===== src/rtl/fetch_stage.sv =====
// ---------------------------------------------------------------------------
// fetch_stage
//   Instruction fetch stage with one architectural delay slot. It holds the
//   fetch PC (F_PC), presents it to the instruction memory, and captures the
//   returned instruction into the F/D pipeline register. It selects the next
//   PC from the redirect requested by the D stage (branch / jump / jr).
//   Fetch addresses that are misaligned or outside [IM_LO, IM_HI] are not
//   read. A nop with an address-error flag is sent down the pipe instead.
//
// Parameters
//   PC_RESET   : fetch PC loaded by reset
//   IM_LO      : lowest legal fetch address
//   IM_HI      : highest legal fetch address
//
// Ports
//   clk        : in   clock, rising edge
//   reset      : in   synchronous, active-low reset
//   stall      : in   hold F_PC and the F/D register
//   npc_sel    : in   [2:0] next-PC select (000 seq, 001 br, 010 j, 100 jr)
//   br_taken   : in   branch condition evaluated in D
//   imm16      : in   [15:0] branch offset field of D_instr
//   imm26      : in   [25:0] jump index field of D_instr
//   rs_val     : in   [31:0] forwarded GPR[rs] for jr/jalr
//   im_rdata   : in   [31:0] instruction word at im_addr
//   im_addr    : out  [31:0] current fetch PC
//   D_instr    : out  [31:0] instruction in D
//   D_pc       : out  [31:0] PC of D_instr
//   D_pc8      : out  [31:0] D_pc + 8 (link address)
//   D_exc_adel : out  D_instr was replaced due to an illegal fetch address
// ---------------------------------------------------------------------------
module fetch_stage #(
    parameter logic [31:0] PC_RESET = 32'h0000_3000,
    parameter logic [31:0] IM_LO    = 32'h0000_3000,
    parameter logic [31:0] IM_HI    = 32'h0000_6FFC
) (
    input  logic        clk,
    input  logic        reset,
    input  logic        stall,
    input  logic [2:0]  npc_sel,
    input  logic        br_taken,
    input  logic [15:0] imm16,
    input  logic [25:0] imm26,
    input  logic [31:0] rs_val,
    input  logic [31:0] im_rdata,
    output logic [31:0] im_addr,
    output logic [31:0] D_instr,
    output logic [31:0] D_pc,
    output logic [31:0] D_pc8,
    output logic        D_exc_adel
);

    localparam logic [2:0]  SEL_BRANCH = 3'b001;
    localparam logic [2:0]  SEL_JUMP   = 3'b010;
    localparam logic [2:0]  SEL_JR     = 3'b100;
    localparam logic [31:0] NOP_INSTR  = 32'h0000_0000;

    // An address is fetchable only when word aligned and inside the IM window.
    function automatic logic addr_illegal(input logic [31:0] addr);
        logic bad_v;
        bad_v = 1'b0;
        if (addr[1:0] != 2'b00) begin
            bad_v = 1'b1;
        end else if ((addr < IM_LO) || (addr > IM_HI)) begin
            bad_v = 1'b1;
        end else begin
            bad_v = 1'b0;
        end
        return bad_v;
    endfunction

    logic [31:0] f_pc_r;
    logic [31:0] d_instr_r;
    logic [31:0] d_pc_r;
    logic [31:0] d_pc8_r;
    logic        d_exc_adel_r;

    logic [31:0] seq_pc_s;
    logic [31:0] br_target_s;
    logic [31:0] j_target_s;
    logic [31:0] npc_s;
    logic        f_illegal_s;
    logic [31:0] f_instr_s;

    // Redirect targets; every sum wraps modulo 2^32.
    always_comb begin
        seq_pc_s    = f_pc_r + 32'd4;
        br_target_s = d_pc_r + 32'd4 + {{14{imm16[15]}}, imm16, 2'b00};
        j_target_s  = {d_pc_r[31:28], imm26, 2'b00};
    end

    // Next-PC select; an untaken branch and any undefined code fall through to sequential.
    always_comb begin
        npc_s = seq_pc_s;
        case (npc_sel)
            SEL_BRANCH: begin
                if (br_taken) begin
                    npc_s = br_target_s;
                end else begin
                    npc_s = seq_pc_s;
                end
            end
            SEL_JUMP:   npc_s = j_target_s;
            SEL_JR:     npc_s = rs_val;
            default:    npc_s = seq_pc_s;
        endcase
    end

    // Illegal fetches never consume the memory word; a nop is substituted.
    always_comb begin
        f_illegal_s = addr_illegal(f_pc_r);
        if (f_illegal_s) begin
            f_instr_s = NOP_INSTR;
        end else begin
            f_instr_s = im_rdata;
        end
    end

    // PC and F/D register: reset beats stall, stall freezes everything (delay slot is never squashed).
    always_ff @(posedge clk) begin
        if (!reset) begin
            f_pc_r       <= PC_RESET;
            d_instr_r    <= NOP_INSTR;
            d_pc_r       <= PC_RESET;
            d_pc8_r      <= PC_RESET + 32'd8;
            d_exc_adel_r <= 1'b0;
        end else if (!stall) begin
            f_pc_r       <= npc_s;
            d_instr_r    <= f_instr_s;
            d_pc_r       <= f_pc_r;
            d_pc8_r      <= f_pc_r + 32'd8;
            d_exc_adel_r <= f_illegal_s;
        end else begin
            f_pc_r       <= f_pc_r;
            d_instr_r    <= d_instr_r;
            d_pc_r       <= d_pc_r;
            d_pc8_r      <= d_pc8_r;
            d_exc_adel_r <= d_exc_adel_r;
        end
    end

    assign im_addr    = f_pc_r;
    assign D_instr    = d_instr_r;
    assign D_pc       = d_pc_r;
    assign D_pc8      = d_pc8_r;
    assign D_exc_adel = d_exc_adel_r;

endmodule


===== config.mk =====
export PLATFORM = sky130hd
export DESIGN_NAME = fetch_stage
export DESIGN_NICKNAME = d
export VERILOG_FILES = /design/src/rtl/fetch_stage.sv
export SDC_FILE = /design/constraint.sdc
export NUM_CORES = 1
export LEC_CHECK = 0
export CAP_MARGIN = 20
export CORE_AREA = 2 2 132 134
export CTS_BUF_LIST = sky130_fd_sc_hd__clkbuf_2
export CTS_CLUSTER_DIAMETER = 40
export DETAILED_ROUTE_END_ITERATION = 10
export DIE_AREA = 0 0 134 136
export PLACE_DENSITY = 0.83
export SLEW_MARGIN = 20
export SYNTH_ARGS = -nofsm -noshare
export SYNTH_HDL_FRONTEND = slang
export SYNTH_SLANG_ARGS = --single-unit

===== constraint.sdc =====
create_clock -name clk -period 4.6 [get_ports clk]
set_input_delay 0.69 -clock clk [delete_from_list [all_inputs] [get_ports clk]]
set_output_delay 0.69 -clock clk [all_outputs]
set_load 0.02 [all_outputs]

Word level (Yosys, flattened, before mapping)
Index checks and enable logic that the tools add are counted.

word-level totals
  latch bits = 0
  bits of input ports = 113
  output and inout port bits = 129
  register bits = 129
  ROM bits = 0
  word-level logic and storage cells = 21
  memories = 0
  memory bits (writable) = 0

cells by class
  shifts and indexed selects = 0
  muxes and demuxes = 5
  $add $sub $neg = 4
  equal/unequal tests = 3
  reduce and logical (&&, ||, !) cells = 2
  bitwise gates (word level) = 0
  magnitude comparators = 2
  $mul = 0
  div/mod/pow operators = 0

operators with widths
  kind                                                                     count
  32-bit one-hot mux with 3 select lines                                   1
  32-bit by 3-bit adder with 32-bit output (second input constant)         2
  32-bit 2-to-1 mux                                                        2
  32-bit adder                                                             1
  32-bit by 4-bit adder with 32-bit output (second input constant)         1
  32-bit by 15-bit > comparator with 1-bit output (second input constant)  1
  32-bit by 14-bit < comparator with 1-bit output (second input constant)  1
  3-bit by 1-bit equality test with 1-bit output (second input constant)   1
  3-bit by 2-bit equality test with 1-bit output (second input constant)   1
  3-bit equality test (second input constant)                              1
  1-bit 2-to-1 mux                                                         2
  2-bit nonzero test                                                       1
  1-bit logical OR                                                         1

Logic depth before layout (Yosys ltp)
Gate-level depths: netlist of run 1.

  depth in word-level cells = 5
  gate-level depth with buffers = 14
  depth with buffers taken out = 14

Worst setup path before layout of run 1
No wires, ideal clock.

  kind = in2reg
  from = input port imm16[1]
  to = register f_pc_r[21] (netlist: im_addr[21])
  data arrival time = 2,929 ps
  required time = 4,483 ps
  cell stages on the path = 12
  library setup time = 117 ps
  setup slack = 1,554 ps
  buffers on the path = 0
  cell sequence = ha_1 ha_1 inv_1 fa_1 and2b_1 o2111ai_1 a21oi_1 o21ai_1 o31ai_1 xor2_1 a21oi_1 nor2_1

on the way
  word-level cells in the longest chain between the ends = 3

RTL lines
  item                                    line  source
  start, declared                         41    input logic [15:0] imm16,
  32-bit adder                            87    br_target_s = d_pc_r + 32'd4 + {{14{imm16[15]}}, imm16, 2'b00};
  32-bit 2-to-1 mux                       96    if (br_taken) begin
  32-bit one-hot mux with 3 select lines  94    case (npc_sel)
  end signal, assigned                    127   f_pc_r <= npc_s;
  end signal, assigned                    133   f_pc_r <= f_pc_r;
  end, declared                           71    logic [31:0] f_pc_r;

Every way passes these cells.
A chain may end at the register's enable or synchronous reset.

Worst setup path after layout of run 1
  from = register d_pc_r[2] (netlist: D_pc[2])
  to = register f_pc_r[21] (netlist: im_addr[21])

on the way
  word-level cells in the longest chain between the ends = 4

RTL lines
  item                                      line  source
  start, declared                           73    logic [31:0] d_pc_r;
  start signal, assigned                    129   d_pc_r <= f_pc_r;
  start signal, assigned                    135   d_pc_r <= d_pc_r;
  32-bit by 3-bit adder with 32-bit output  87
  32-bit adder                              87
  32-bit 2-to-1 mux                         96
  32-bit one-hot mux with 3 select lines    94

Every way passes these cells.

==> results of run 1 <==
==> cell usage in the layout, fill, tap and decap left out, types with 35 or more instances in the layout <==
| cell | Yosys | routed |
|---|---|---|
| xnor2_1 | 35 | 35 |
| nor2_1 | 178 | 178 |
| o21ai_0 | 44 | 44 |
| a21oi_1 | 77 | 77 |
| nand2_1 | 73 | 73 |
| a22oi_1 | 39 | 39 |
| clkdlybuf4s50_1 | 0 | 240 |
| mux2i_1 | 37 | 37 |
| ha_1 | 59 | 59 |
| dfxtp_1 | 126 | 126 |
==> worst max-delay path: stages, from the launching register on <==
cell and delay [ps]:
dfxtp_1 420, inv_1 60, ha_1 170, inv_1 50, ha_1 190, inv_1 70
fa_1 410, and2b_1 230, o2111ai_1 140, a21oi_1 400, o21ai_1 230, o31ai_1 430
xor2_1 120, a21oi_1 160, nor2_1 50
==> cell families (layout without fill, tap and decap cells) <==
| kind of cell | Yosys count | after routing | synth area share |
|---|---|---|---|
| AO/OA/AOI/OAI | 278 | 278 | 0.228 |
| XOR/XNOR | 69 | 69 | 0.0734 |
| adder cells (fa/ha/maj) | 60 | 60 | 0.0921 |
| buffers and inverters | 93 | 300 | 0.0491 |
| flip-flops | 126 | 126 | 0.306 |
| multiplexers | 38 | 38 | 0.0464 |
| AND/OR/NAND/NOR | 360 | 360 | 0.205 |
==> routing by layer <==
| layer | part of all wire | vias up | GRT usage |
|---|---|---|---|
| li1 | - | 4087 | - |
| met1 | 0.40 | 4004 | 0.350 |
| met2 | 0.49 | 360 | 0.501 |
| met3 | 0.072 | 73 | 0.0757 |
| met4 | 0.037 | 0 | 0.131 |
| met5 | 0 | - | 0 |
==> sequential cells by signal, summed over array words and instances (netlist names) <==
name        cells
D_exc_adel      1
D_pc8          29
D_instr        32
im_addr        32
D_pc           32
==> cell type report <==
type,instances,area share
multi-input cells,805,0.487
flip-flops and latches,126,0.231
repair buffers,256,0.231
well taps,225,0.0258
clock inverters,14,0.0133
clock buffers,18,0.00825
inverters,12,0.00413
==> through the flow <==
step                      hold slack, ps  area, sq um  setup slack [ps]  total power [mW]  std cells
after CTS                            415        10900              1480              2.68       1456
final                                459        10900              1390              2.68       1456
after global placement               459        10700               783              1.97       1424
after global routing                 444        10900              1200              2.80       1456
after detailed placement             456        10700               734              1.98       1424
after floorplan                      541         8230              1550              1.66       1024
==> synthesized netlist by cell type (8+ instances only) <==
cell and n:
nor2_1 178, a21oi_1 77, xnor2_1 35, nand2_1 73, a21o_1 16, a221oi_1 16, nand4_1 19, nand3_1 23
clkbuf_1 45, buf_2 23, o221ai_1 8, xor2_1 34, inv_1 12, a22oi_1 39, nor3_1 9, mux2i_1 37
nand2b_1 8, ha_1 59, o21ai_1 8, o21ai_0 44, dfxtp_1 126, a211oi_1 9, a31oi_1 8
==> where the power goes <==
part           switching [mW]  leakage, nW  internal [mW]
registers              0.0862         1.03           1.14
logic                   0.393         3.17          0.347
clock network           0.462        0.128          0.249
==> path summary, 6_finish.rpt <==
path	cells past startpoint	end	from	slack [ps]
min	3	D_pc8[13]	stall	460
max	14	im_addr[21]	D_pc[2]	1390
max reg2reg	14	im_addr[21]	D_pc[2]	1390
min reg2reg	2	D_pc8[5]	D_pc8[5]	490
==> impl_metrics.tcl, run 1 <==
set metrics [dict create \
    status "completed" \
    antenna_found_initial 0 \
    ir_drop_v 0.000150 \
    crit_fanout 4 \
    coreArea_sq_mm 0.0169 \
    clkSinkCount 126 \
    globalplace.congestion 0.946 \
    port_buffers 241 \
    grt_pass1_wl_microns 42500 \
    syn_nets 1197 \
    grt_pass1_vias 8233 \
    finalMaxSlewViolations 0 \
    crit_required_ps 5250 \
    rows 48 \
    dieArea_sq_mm 0.0182 \
    worstSetupPathType "reg -> reg" \
    p_leak_nw 4.32 \
    first_pass_iters 5 \
    grt.overflow.total 0 \
    pwr_density_cell_mw_per_mm2 245 \
    holdBufCountCts 0 \
    die_y_microns 136 \
    grt_usage 0.294 \
    maxCapViolCount 0 \
    fmax_mhz 312 \
    netlist-cell-type-count 71 \
    vias_per_cell 5.85 \
    grt_max_degree 58 \
    synth-main-ff-cell "dfxtp_1" \
    rsz0062_at_grt "false" \
    fin_util 0.647 \
    cts.htree.levels 4 \
    synth-seq-area-share 0.306 \
    dp_hpwl_microns 19800 \
    regArea_sq_mm 0.00252 \
    ios 242 \
    remaining_drc_errors 0 \
    nNetsFinal 1391 \
    antenna-diode-count 0 \
    root_buffer "clkbuf_2" \
    finClkSkew_ps 43.2 \
    post-route-min-period_ps 3210 \
    cts_buffers 17 \
    critPathArrivalTime_ps 3850 \
    multiInputGateArea_sq_mm 0.00531 \
    yosys.area.top_type "dfxtp_1" \
    wl_microns 26800 \
    netlist.area_leader.share 0.306 \
    clkTransAtPathRegs_ps 190 \
    num_vias 8524 \
    crit_path_end_kind "flop" \
    finalHoldViolations 0 \
    cts_tree "done" \
    postRouteAntennaNets 0 \
    area_delta_synth_final_pct 32.6 \
    initial_core_util 0.488 \
    timing.slew.headroom 0.416 \
    drive_above_1_share 0.0593 \
    syn_avg_cell_area_sq_um 8.04 \
    hold_class "in -> reg" \
    ys.warnings.count 0 \
    async_flop_share 0 \
    synthTopCellsByArea "dfxtp_1 31%, ha_1 9.0%, nor2_1 8.1%, a21oi_1 4.7%, mux2i_1 4.5%" \
    postCtsSetupBuffers 0 \
    crit_path_start_kind "flop" \
    die_w_microns 134 \
    post-route-period-util 0.697 \
    fillers 1458 \
    clk_path_buf_depth 2 \
    postSynthCellCount 1024 \
    worstMarginPinSlew_ps 869 \
    fin_setup_tns_ps 0 \
    synth_area_sq_mm 0.00823 \
    setup_violations 0 \
    wire_per_inst_microns 18.4 \
    ys_seq_elements 126 \
    synth_edf_count 0 \
    clk-insertion-delay-late_ps 750 \
    drt_iter0_markers 619 \
    cts.repair.resized 0 \
]
Note: power is estimated with default switching activity, not from simulation.
==> run 2: changes to the inputs <==
--- a/config.mk
+++ b/config.mk
@@ -6,12 +6,12 @@
 export NUM_CORES = 1
 export LEC_CHECK = 0
 export CAP_MARGIN = 20
-export CORE_AREA = 2 2 132 134
+export CORE_AREA = 2 2 139 141
 export CTS_BUF_LIST = sky130_fd_sc_hd__clkbuf_2
 export CTS_CLUSTER_DIAMETER = 40
 export DETAILED_ROUTE_END_ITERATION = 10
-export DIE_AREA = 0 0 134 136
-export PLACE_DENSITY = 0.83
+export DIE_AREA = 0 0 141 143
+export PLACE_DENSITY = 0.78
 export SLEW_MARGIN = 20
 export SYNTH_ARGS = -nofsm -noshare
 export SYNTH_HDL_FRONTEND = slang
==> constraint.sdc (replaced) <==
create_clock -name clk -period 2.8 [get_ports clk]
set_input_delay 0.42 -clock clk [delete_from_list [all_inputs] [get_ports clk]]
set_output_delay 0.42 -clock clk [all_outputs]
set_load 0.02 [all_outputs]
==> run 2 against run 1 <==
Critical path depth fell by 2. Non-clock buffer count rose by 120. Clock power rose by 70%. Sequential cell count did not move. First-iteration DRC count rose by 26%. Register-to-register slack got worse by 1300 ps. Final cell count rose by 8.9%. Global-route usage fell by 1.3 points. Cell area rose by 11%. Setup slack got worse by 1300 ps. Sequential share of layout area fell by 2.2 points.
==> impl_metrics.tcl, run 2 (same netlist as run 1, synthesis figures left out) <==
set metrics [dict create \
    finalMaxSlewViolations 0 \
    timing.slew.headroom 0.214 \
    regArea_sq_mm 0.00253 \
    finClkSkew_ps 64.9 \
    holdBufCountCts 0 \
    met3_length_microns 2160 \
    timing.hold.ws_ps 89.6 \
    cts_tree "done" \
    crit_chain "ha_1, ha_4, buf_4, a21o_1, a21oi_2, a21oi_4, a311oi_4, o21ai_1, buf_4, a21oi_2, xor2_1, o22ai_1" \
    fmax_mhz 370 \
    worstMarginPinSlew_ps 1170 \
    grt_pass1_vias 8652 \
    p_leak_nw 4.97 \
    power_switching_share 0.378 \
    layout_common_cells "240 x clkdlybuf4s50_1, 178 x nor2_1, 133 x buf_4" \
    crit_path_start_kind "flop" \
    critPathSlowestCell "dfxtp_2" \
    grt_max_degree 80 \
    dp_hpwl_microns 21900 \
    ir_drop_v 0.000248 \
    setup_violations 0 \
    clkSinkCount 126 \
    cpPeakStageDelay_ps 380 \
    area_delta_synth_final_pct 47.0 \
    pwr_density_cell_mw_per_mm2 388 \
    dieArea_sq_mm 0.0202 \
    ios 242 \
    crit_buf_inv 2 \
    critical_path.top_delay_family "compound AO/OA/AOI/OAI gates" \
    wl_microns 29500 \
    grt_usage 0.281 \
    critPathArrivalTime_ps 3390 \
    nNetsFinal 1511 \
    antenna_found_initial 1 \
    root_buffer "clkbuf_2" \
    crit_path_end_kind "flop" \
    grt_pass1_wl_microns 44700 \
    multiInputGateArea_sq_mm 0.00553 \
    rows 50 \
    clkTransAtPathRegs_ps 240 \
    cts.htree.levels 4 \
    p_int_mw 2.92 \
    fillers 1570 \
    post-route-min-period_ps 2700 \
    p_comb_frac 0.321 \
    remaining_drc_errors 0 \
    wl_met2_microns 14600 \
    clk-insertion-delay-late_ps 790 \
    finalPower_mw 4.69 \
    p_switching_mw 1.77 \
    status "completed" \
    crit_required_ps 3490 \
    globalplace.congestion 0.977 \
    vias_per_cell 5.73 \
    postRouteAntennaNets 0 \
    initial_core_util 0.443 \
    power.share.sequential 0.421 \
    cts_buffers 17 \
    clk_path_buf_depth 2 \
    drive_above_1_share 0.170 \
    num_vias 9093 \
    drt-met1-wl_microns 11500 \
    grt.overflow.total 0 \
    wire_per_inst_microns 18.6 \
    first_pass_iters 5 \
    top_layer_used "met4" \
    worstSetupPathType "reg -> reg" \
    finalHoldViolations 0 \
    die_w_microns 141 \
    hold_class "in -> reg" \
    post-route-period-util 0.964 \
    coreArea_sq_mm 0.0186 \
    port_buffers 241 \
    clkPwrFrac 0.258 \
    rsz0062_at_grt "true" \
    drt_iter0_markers 780 \
    maxCapViolCount 0 \
    mostFrequentLayoutCell "clkdlybuf4s50_1" \
    crit_fanout 4 \
    die_y_microns 143 \
]
-- run 2: cell count changes in the layout (fill, tap and decap cells not counted), moves of 4 or more --
cell | before | now
ha_4 | 0 | 7
clkinvlp_4 | 5 | 1
dfxtp_2 | 0 | 9
buf_4 | 16 | 133
a21oi_2 | 1 | 7
inv_8 | 0 | 8
a21oi_1 | 77 | 70
ha_1 | 59 | 52
dfxtp_1 | 126 | 117
-- run 2: worst register-to-register path, cell delays in order, from the launching register on --
cell and delay (ps):
dfxtp_2 380, ha_1 310, ha_4 250, buf_4 140, a21o_1 190, a21oi_2 240
a21oi_4 130, a311oi_4 340, o21ai_1 120, buf_4 170, a21oi_2 120, xor2_1 150
o22ai_1 80
-- run 2: metrics by stage --
| step | cells | TNS (ps) | setup WS [ps] | cell area [sq um] | utilization |
|---|---|---|---|---|---|
| 3_3_place_gp | 1545 | -7750 | -598 | 11600 | 0.623 |
| 6_report | 1586 | 0 | 101 | 12100 | 0.651 |
| 2_1_floorplan | 1024 | 0 | 1.76 | 8240 | - |
| 5_1_grt | 1586 | -86.9 | -26.9 | 12100 | 0.651 |
| 4_1_cts | 1580 | 0 | 19.2 | 11900 | 0.640 |
| 3_5_place_dp | 1545 | -9340 | -677 | 11600 | 0.623 |
-- run 2: layout make-up --
| cell class | count | share of cell area |
|---|---|---|
| clock inverter | 15 | 0.0130 |
| tap | 234 | 0.0242 |
| antenna | 1 | 0.000207 |
| multi-input combinational | 805 | 0.457 |
| sequential | 126 | 0.209 |
| inverter | 12 | 0.00372 |
| clock buffer | 17 | 0.00703 |
| timing repair buffer | 376 | 0.286 |
-- run 2: routing by layer --
metal | vias to the layer above | GRT usage
met3 | 91 | 0.0617
met5 | - | 0
met1 | 4270 | 0.328
met4 | 0 | 0.141
met2 | 416 | 0.488
li1 | 4316 | -
-- run 2: power groups by stage --
stage / clock [mW] / sequential [mW] / combinational, mW
6_report: 1.21 / 1.98 / 1.51
3_5_place_dp: 0 / 2.00 / 1.42
5_1_grt: 1.32 / 1.99 / 1.61
2_1_floorplan: 0 / 2.06 / 0.666
4_1_cts: 1.24 / 1.97 / 1.45
3_3_place_gp: 0 / 2.00 / 1.40
-- run 2: repair_timing --
item,in CTS,in global routing
resized for setup,14,29
gates cloned,0,0
hold endpoints to repair,0,0
setup endpoints to repair,7,14
pin swaps,8,19
buffers inserted,3,5
-- run 2: path summary, 6_finish.rpt --
path	startpoint	to	slack, ps	depth (start not counted)
max	D_pc[7]	im_addr[27]	100	12
min	stall	D_pc8[7]	90	3
max reg2reg	D_pc[7]	im_addr[27]	100	12
min reg2reg	D_pc8[5]	D_pc8[5]	490	2
